<file path="src/rtl/mem_ctrl_pkg.sv">
// Shared types and defaults for the SRAM data-memory controller.
package mem_ctrl_pkg;

    // Access sequencer states: two halfword phases bracketed by idle/done.
    typedef enum logic [1:0] {
        IDLE = 2'd0,
        LOW  = 2'd1,
        HIGH = 2'd2,
        DONE = 2'd3
    } state_e;

    localparam int DEF_BASE_ADDR   = 1024;
    localparam int DEF_WAIT_CYCLES = 2;

    // Counter width able to hold WAIT_CYCLES-1 (at least one bit).
    function automatic int cnt_width(input int n);
        return (n > 1) ? $clog2(n) : 1;
    endfunction

endpackage

</file>
<file path="src/rtl/sram_wait_counter.sv">
// Load/decrement wait counter with a zero flag; times each SRAM halfword phase.
module sram_wait_counter #(
    parameter int WIDTH = 1
) (
    input  logic             clk,
    input  logic             rst,
    input  logic             load_i,
    input  logic [WIDTH-1:0] load_val_i,
    input  logic             dec_i,
    output logic             zero_o
);

    logic [WIDTH-1:0] count_q, count_d;

    // Load has priority over decrement.
    always_comb begin
        count_d = count_q;
        if (load_i)
            count_d = load_val_i;
        else if (dec_i)
            count_d = count_q - WIDTH'(1);
    end

    // Counter register, cleared by synchronous reset.
    always_ff @(posedge clk) begin
        if (rst)
            count_q <= '0;
        else
            count_q <= count_d;
    end

    assign zero_o = (count_q == '0);

endmodule

</file>
<file path="src/rtl/sram_mem_controller.sv">
// Splits MEM-stage 32-bit loads/stores into two timed halfword accesses
// on a 16-bit asynchronous SRAM; ready low freezes the pipeline.
module sram_mem_controller
    import mem_ctrl_pkg::*;
#(
    parameter int WAIT_CYCLES = DEF_WAIT_CYCLES,
    parameter int BASE_ADDR   = DEF_BASE_ADDR,
    parameter int SRAM_AW     = 18
) (
    input  logic               clk,
    input  logic               rst,
    input  logic               rd_en,
    input  logic               wr_en,
    input  logic [31:0]        address,
    input  logic [31:0]        write_data,
    output logic [31:0]        read_data,
    output logic               ready,
    output logic [SRAM_AW-1:0] sram_addr,
    output logic [15:0]        sram_dq_out,
    output logic               sram_dq_oe,
    input  logic [15:0]        sram_dq_in,
    output logic               sram_we_n,
    output logic               sram_oe_n
);

    localparam int             CW       = cnt_width(WAIT_CYCLES);
    localparam logic [CW-1:0]  LOAD_VAL = CW'(WAIT_CYCLES - 1);
    localparam int             WW       = SRAM_AW - 1;

    state_e             state_q;
    logic               is_wr_q;
    logic [WW-1:0]      word_q;
    logic [31:0]        wdata_q;
    logic [31:0]        read_data_q;
    logic [SRAM_AW-1:0] sram_addr_q;
    logic [15:0]        dq_out_q;
    logic               dq_oe_q;
    logic               we_n_q;
    logic               oe_n_q;

    logic               req;
    logic [WW-1:0]      word_in;
    logic               cnt_load;
    logic               cnt_dec;
    logic               cnt_zero;

    assign req     = rd_en | wr_en;
    // Out-of-range addresses simply wrap into the SRAM; no error path.
    assign word_in = WW'((address - 32'(BASE_ADDR)) >> 2);

    // Reload on entry to each halfword phase, then count down to zero.
    assign cnt_load = ((state_q == IDLE) && req) || ((state_q == LOW) && cnt_zero);
    assign cnt_dec  = ((state_q == LOW) || (state_q == HIGH)) && !cnt_zero;

    sram_wait_counter #(.WIDTH(CW)) u_wait (
        .clk        (clk),
        .rst        (rst),
        .load_i     (cnt_load),
        .load_val_i (LOAD_VAL),
        .dec_i      (cnt_dec),
        .zero_o     (cnt_zero)
    );

    // Access sequencer; SRAM pins are registered so they are glitch-free
    // and change only on phase boundaries.
    always_ff @(posedge clk) begin
        if (rst) begin
            state_q     <= IDLE;
            is_wr_q     <= 1'b0;
            word_q      <= '0;
            wdata_q     <= '0;
            read_data_q <= '0;
            sram_addr_q <= '0;
            dq_out_q    <= '0;
            dq_oe_q     <= 1'b0;
            we_n_q      <= 1'b1;
            oe_n_q      <= 1'b1;
        end else begin
            case (state_q)
                IDLE: if (req) begin
                    // Store wins when both enables are set.
                    is_wr_q     <= wr_en;
                    word_q      <= word_in;
                    wdata_q     <= write_data;
                    sram_addr_q <= {word_in, 1'b0};
                    if (wr_en) begin
                        we_n_q   <= 1'b0;
                        dq_oe_q  <= 1'b1;
                        dq_out_q <= write_data[15:0];
                    end else begin
                        oe_n_q   <= 1'b0;
                    end
                    state_q <= LOW;
                end
                LOW: if (cnt_zero) begin
                    if (!is_wr_q)
                        read_data_q[15:0] <= sram_dq_in;
                    else
                        dq_out_q <= wdata_q[31:16];
                    sram_addr_q <= {word_q, 1'b1};
                    state_q     <= HIGH;
                end
                HIGH: if (cnt_zero) begin
                    if (!is_wr_q)
                        read_data_q[31:16] <= sram_dq_in;
                    we_n_q   <= 1'b1;
                    oe_n_q   <= 1'b1;
                    dq_oe_q  <= 1'b0;
                    dq_out_q <= '0;
                    state_q  <= DONE;
                end
                default: state_q <= IDLE;
            endcase
        end
    end

    // Idle with no request, or the single completion cycle.
    assign ready = ((state_q == IDLE) && !req) || (state_q == DONE);

    assign read_data   = read_data_q;
    assign sram_addr   = sram_addr_q;
    assign sram_dq_out = dq_out_q;
    assign sram_dq_oe  = dq_oe_q;
    assign sram_we_n   = we_n_q;
    assign sram_oe_n   = oe_n_q;

endmodule

</file>
<file path="config.mk">
export PLATFORM = sky130hd
export DESIGN_NAME = sram_mem_controller
export DESIGN_NICKNAME = d
export VERILOG_FILES = /design/src/rtl/mem_ctrl_pkg.sv /design/src/rtl/sram_wait_counter.sv /design/src/rtl/sram_mem_controller.sv
export SDC_FILE = /design/constraint.sdc
export NUM_CORES = 1
export LEC_CHECK = 0
export BUFFER_PORTS_ARGS = -buffer_cell sky130_fd_sc_hd__buf_2
export CAP_MARGIN = 20
export CELL_PAD_IN_SITES_DETAIL_PLACEMENT = 2
export CELL_PAD_IN_SITES_GLOBAL_PLACEMENT = 2
export CORE_ASPECT_RATIO = 0.5
export CORE_MARGIN = 5
export CORE_UTILIZATION = 25
export CTS_CLUSTER_SIZE = 16
export DETAILED_ROUTE_END_ITERATION = 16
export PLACE_DENSITY_LB_ADDON = 0.15
export SYNTH_ARGS = -nofsm -noshare
export SYNTH_HDL_FRONTEND = slang
export SYNTH_HIERARCHICAL = 1
export SYNTH_SLANG_ARGS = --single-unit
</file>
<file path="constraint.sdc">
create_clock -name clk -period 2.24 [get_ports clk]
set_clock_uncertainty 0.2 [all_clocks]
set_input_delay 0.448 -clock clk [delete_from_list [all_inputs] [get_ports clk]]
set_output_delay 0.448 -clock clk [all_outputs]
set_load 0.05 [all_outputs]
</file>
==> impl_results.md <==
* IO buf count at 138
* CTS buffer count at 9
* Count of TritonRoute iterations in the first routing pass at 4
* Via density per instance at between 4 and 5
* Number of standard-cell rows in the floorplan at 34
* Layout cell share with drive strength beyond 1 at just under 30%
* Number of fillers in the final layout at ~2000
* Largest family of logic cells by synthesized area: simple AND/OR/NAND/NOR gates
* DIE HEIGHT at ~100 µm
* DR vias at 4240
* Num ports at about 150
* Final core area utilization at 33.5%
* Total power density per cell area at between 1500 and 2000 nW/µm²
* Proportion of synthesized area in mux cells at 2.90%
* Fin crit period at about 2100 ps
* Sequential element share of the synthesized area at between 40% and 50%
* Crit share post-route at between 90 and 100%
* Area of the placeable core at ~17000 µm²
* Worst-path fanout max at 3
* Worst setup path category: reg2out
* Net switching power at approximately 4.3 mW
* Final net count at approximately 760
* Sequential power share at 29.0%
* GPL Wtd Cong at approximately 0.69
* Slew at the pin closest to its max-slew limit at roughly 920 ps
* Static Leak at between 2 and 2.5 nW
* Cell count after synthesis at between 500 and 600
* First-pass GRT wire length at 24500 µm
* Classification of the worst-slack hold path: in2reg
* Mean post-synth cell area at between 8 and 9 µm²
* Relative slew slack at a little under two fifths
* Post-synthesis compound-gate area fraction at 19.0%
* Number of diodes added for antenna fixing at 0
* Most numerous cell types in the synthesized netlist: sky130_fd_sc_hd__nand2_1 (123), sky130_fd_sc_hd__dfxtp_1 (106), sky130_fd_sc_hd__a21oi_1 (77)
* Routed wire per std cell at approximately 17 µm
* Top post-synthesis cells by area: sky130_fd_sc_hd__dfxtp_1 (47%), sky130_fd_sc_hd__nand2_1 (10%), sky130_fd_sc_hd__a21oi_1 (8.6%)
* Fraction of power spent switching nets at between 40 and 50%
* Library cell occupying the most area in the post-synthesis netlist: sky130_fd_sc_hd__dfxtp_1
* Effective utilization at floorplan at between 20 and 30%
* Total routing usage reported by global routing at between 10% and 20%
* Hold depth at 3
* WL final at about 15000 µm
* Number of slew-limit violations in the final report at 0
* Number of buffers on the longest clock path at 2
* Total of warnings raised by yosys at 6
* Arrival time at the worst endpoint at approximately 1500 ps
* Post-synth design cell area at 4480 µm²
* Top-area cell type share of the netlist area at a little under half
* Top achievable clock speed at roughly 470 MHz
* Largest net degree at the start of global routing at 51
* Setup slack of the worst register-to-register path at 100 ps
* CP required at between 1500 and 2000 ps
* Post-synth cell types at 50
* Sinks on Clock Net at approximately 110
* Synthesized net count at ~630
* Antenna violations before repair at 2
* Outcome: complete, no violations
* Drt drc at 0
* Worst r2r src: state_q[0]$_SDFFE_PP0P_
* Number of global-route vias before repair at between 4000 and 5000
* Endpoint of the worst-slack reg-to-reg timing path: sram_addr[14]$_SDFFE_PP0P_
* CTS tree: done
* Share of synthesized cell area in and, or, nand and nor gates at 22.5%
* R2r worst-path depth at 8
* Worst setup slack after layout at a little over 100 ps
* Sort of element at the end of the critical path: primary output
* Final count of negative-setup-slack endpoints at 0
* Number of flops mapped to enable cells by yosys at 0
* Number of synthesized register bits at ~110
* Combinational group share of total power at 52.1%
* Startpoint of the tightest hold check path: write_data[24]
* Synthesized-area fraction occupied by adder cells at under 10%
* Clk network pwr share at a little under a fifth
* Pre-CTS setup slack at -32.8 ps
* Hold Violations, Final at 0
* Violation count after the first detailed-routing iteration at between 70 and 80
* Pint at around 5 mW
* Number of max-capacitance violations reported at 0
* Insertion delay to the later sink of the worst-skew pair at between 300 and 400 ps
* Xor/xnor share of the synthesized area at 1.37%
* CTS clock-pin slew for the worst setup and hold paths at 80 ps
* Worst-case hold slack at roughly 130 ps
* Total half-perimeter wirelength after legalization and detailed placement at roughly 11000 µm
* Share of flip-flops with an asynchronous set or reset at 0%
* Dominant register cell in the synthesized netlist: sky130_fd_sc_hd__dfxtp_1
* Unrepaired setup endpoints after global routing: false
* Clock tree root driver cell: sky130_fd_sc_hd__clkbuf_16
* Area delta synth->final at 30.6%
* Critical Path Start Type: register
* CTS H-tree depth at 3
* Worst Hold End: wdata_q[24]$_SDFFE_PP0P_
* Most frequently used cell type in the post-synthesis netlist: sky130_fd_sc_hd__nand2_1
* Area of the die at 20900 µm²
* Residual overflow from global routing at 0
* Die boundary width at about 200 µm
* Maximum resistive drop on vdd at 0.000651 V
* DRT antenna net count at 0
[worst max path at each step]
stage | from | endpoint | slack (ps) | depth (start not counted)
floorplan | state_q[1]$_SDFFE_PP0P_ | sram_dq_out[12]$_SDFFE_PP0P_ | 150 | 8
global placement | state_q[0]$_SDFFE_PP0P_ | sram_dq_out[12]$_SDFFE_PP0P_ | 20 | 7
detailed placement | state_q[0]$_SDFFE_PP0P_ | sram_dq_out[2]$_SDFFE_PP0P_ | -30 | 7
CTS | state_q[0]$_SDFFE_PP0P_ | ready | 8 | 5
global route | state_q[0]$_SDFFE_PP0P_ | sram_dq_out[5]$_SDFFE_PP0P_ | 4 | 8
finish | state_q[0]$_SDFFE_PP0P_ | ready | 100 | 5
[layout make-up]
type                    count  area [µm²]  area share (%)
flip-flops and latches    106        2130            36.3
clock inverters             6        90.1            1.54
inverters                  10        37.5           0.641
repair buffers            162         912            15.6
clock buffers              10         239            4.08
multi-input cells         380        2150            36.8
well taps                 234         293            5.00
[registers in the layout, indices dropped and copies added, names as in the netlist]
name and cells:
read_data 32, sram_addr 18, word_q 17, sram_dq_out 16, wdata_q 16, state_q 2
is_wr_q 1, sram_dq_oe 1, sram_oe_n 1, sram_we_n 1, u_wait/count_q 1
[kinds of logic after synthesis]
group           Yosys count
buf+inv                  50
simple gates            221
xor+xnor                  7
other cells               1
flops                   106
mux                      13
fa+ha+maj                 6
compound gates          132
[power by group through the flow]
stage | logic [mW] | registers, mW | clock network (mW)
finish | 4.86 | 2.70 | 1.77
global route | 5.34 | 2.78 | 1.94
CTS | 4.98 | 2.72 | 1.85
detailed placement | 4.90 | 2.76 | 0
global placement | 4.82 | 2.74 | 0
floorplan | 2.32 | 3.93 | 0
[timing repair]
| action | in CTS | in global routing |
|---|---|---|
| pin swaps | 0 | 1 |
| hold buffers | 0 | 0 |
| setup endpoints to repair | 15 | 30 |
| resized for setup | 6 | 2 |
| buffers inserted | 4 | 0 |
| hold endpoints to repair | 0 | 0 |
| cloned | 0 | 0 |
[critical path, cell delays in order (launching register included)]
cell	delay, ps
sky130_fd_sc_hd__dfxtp_4	360
sky130_fd_sc_hd__inv_1	60
sky130_fd_sc_hd__ha_2	180
sky130_fd_sc_hd__nor3b_4	150
sky130_fd_sc_hd__or2_4	240
sky130_fd_sc_hd__buf_8	150
[layer usage]
metal | part of all wire [%] | global-route usage [%]
met5 | 0.14 | 0
met4 | 0.82 | 2.78
met3 | 7.7 | 6.59
met2 | 45 | 23.6
met1 | 46 | 18.9
[cells in the final DEF, fill, tap and decap left out, types with 2 or more instances in the layout]
master / n
sky130_fd_sc_hd__a211oi_1: 17
sky130_fd_sc_hd__a21oi_1: 77
sky130_fd_sc_hd__a311oi_1: 13
sky130_fd_sc_hd__a311oi_2: 3
sky130_fd_sc_hd__and2b_1: 2
sky130_fd_sc_hd__buf_12: 2
sky130_fd_sc_hd__buf_2: 136
sky130_fd_sc_hd__buf_4: 22
sky130_fd_sc_hd__bufinv_16: 2
sky130_fd_sc_hd__clkbuf_16: 9
sky130_fd_sc_hd__clkinv_4: 2
sky130_fd_sc_hd__dfxtp_1: 105
sky130_fd_sc_hd__ha_1: 4
sky130_fd_sc_hd__ha_2: 2
sky130_fd_sc_hd__inv_1: 10
sky130_fd_sc_hd__mux2i_1: 13
sky130_fd_sc_hd__nand2_1: 123
sky130_fd_sc_hd__nand2b_1: 21
sky130_fd_sc_hd__nand3_1: 19
sky130_fd_sc_hd__nand4b_1: 3
sky130_fd_sc_hd__nor2_1: 31
sky130_fd_sc_hd__nor2b_1: 2
sky130_fd_sc_hd__nor3_1: 6
sky130_fd_sc_hd__nor3b_4: 2
sky130_fd_sc_hd__o211ai_1: 2
sky130_fd_sc_hd__o21ai_0: 7
sky130_fd_sc_hd__o221ai_1: 3
sky130_fd_sc_hd__xnor2_1: 2
sky130_fd_sc_hd__xor2_1: 5
[stage by stage]
stage / total power [mW] / cell area (µm²) / cells / setup TNS (ps)
after floorplan: 6.26 / 4480 / 536 / 0
after global placement: 7.56 / 5470 / 888 / 0
after detailed placement: 7.66 / 5470 / 888 / -310
after CTS: 9.55 / 5850 / 908 / 0
after global routing: 10.1 / 5850 / 908 / 0
final: 9.34 / 5850 / 908 / 0
Power figures use the tool's default switching activity.
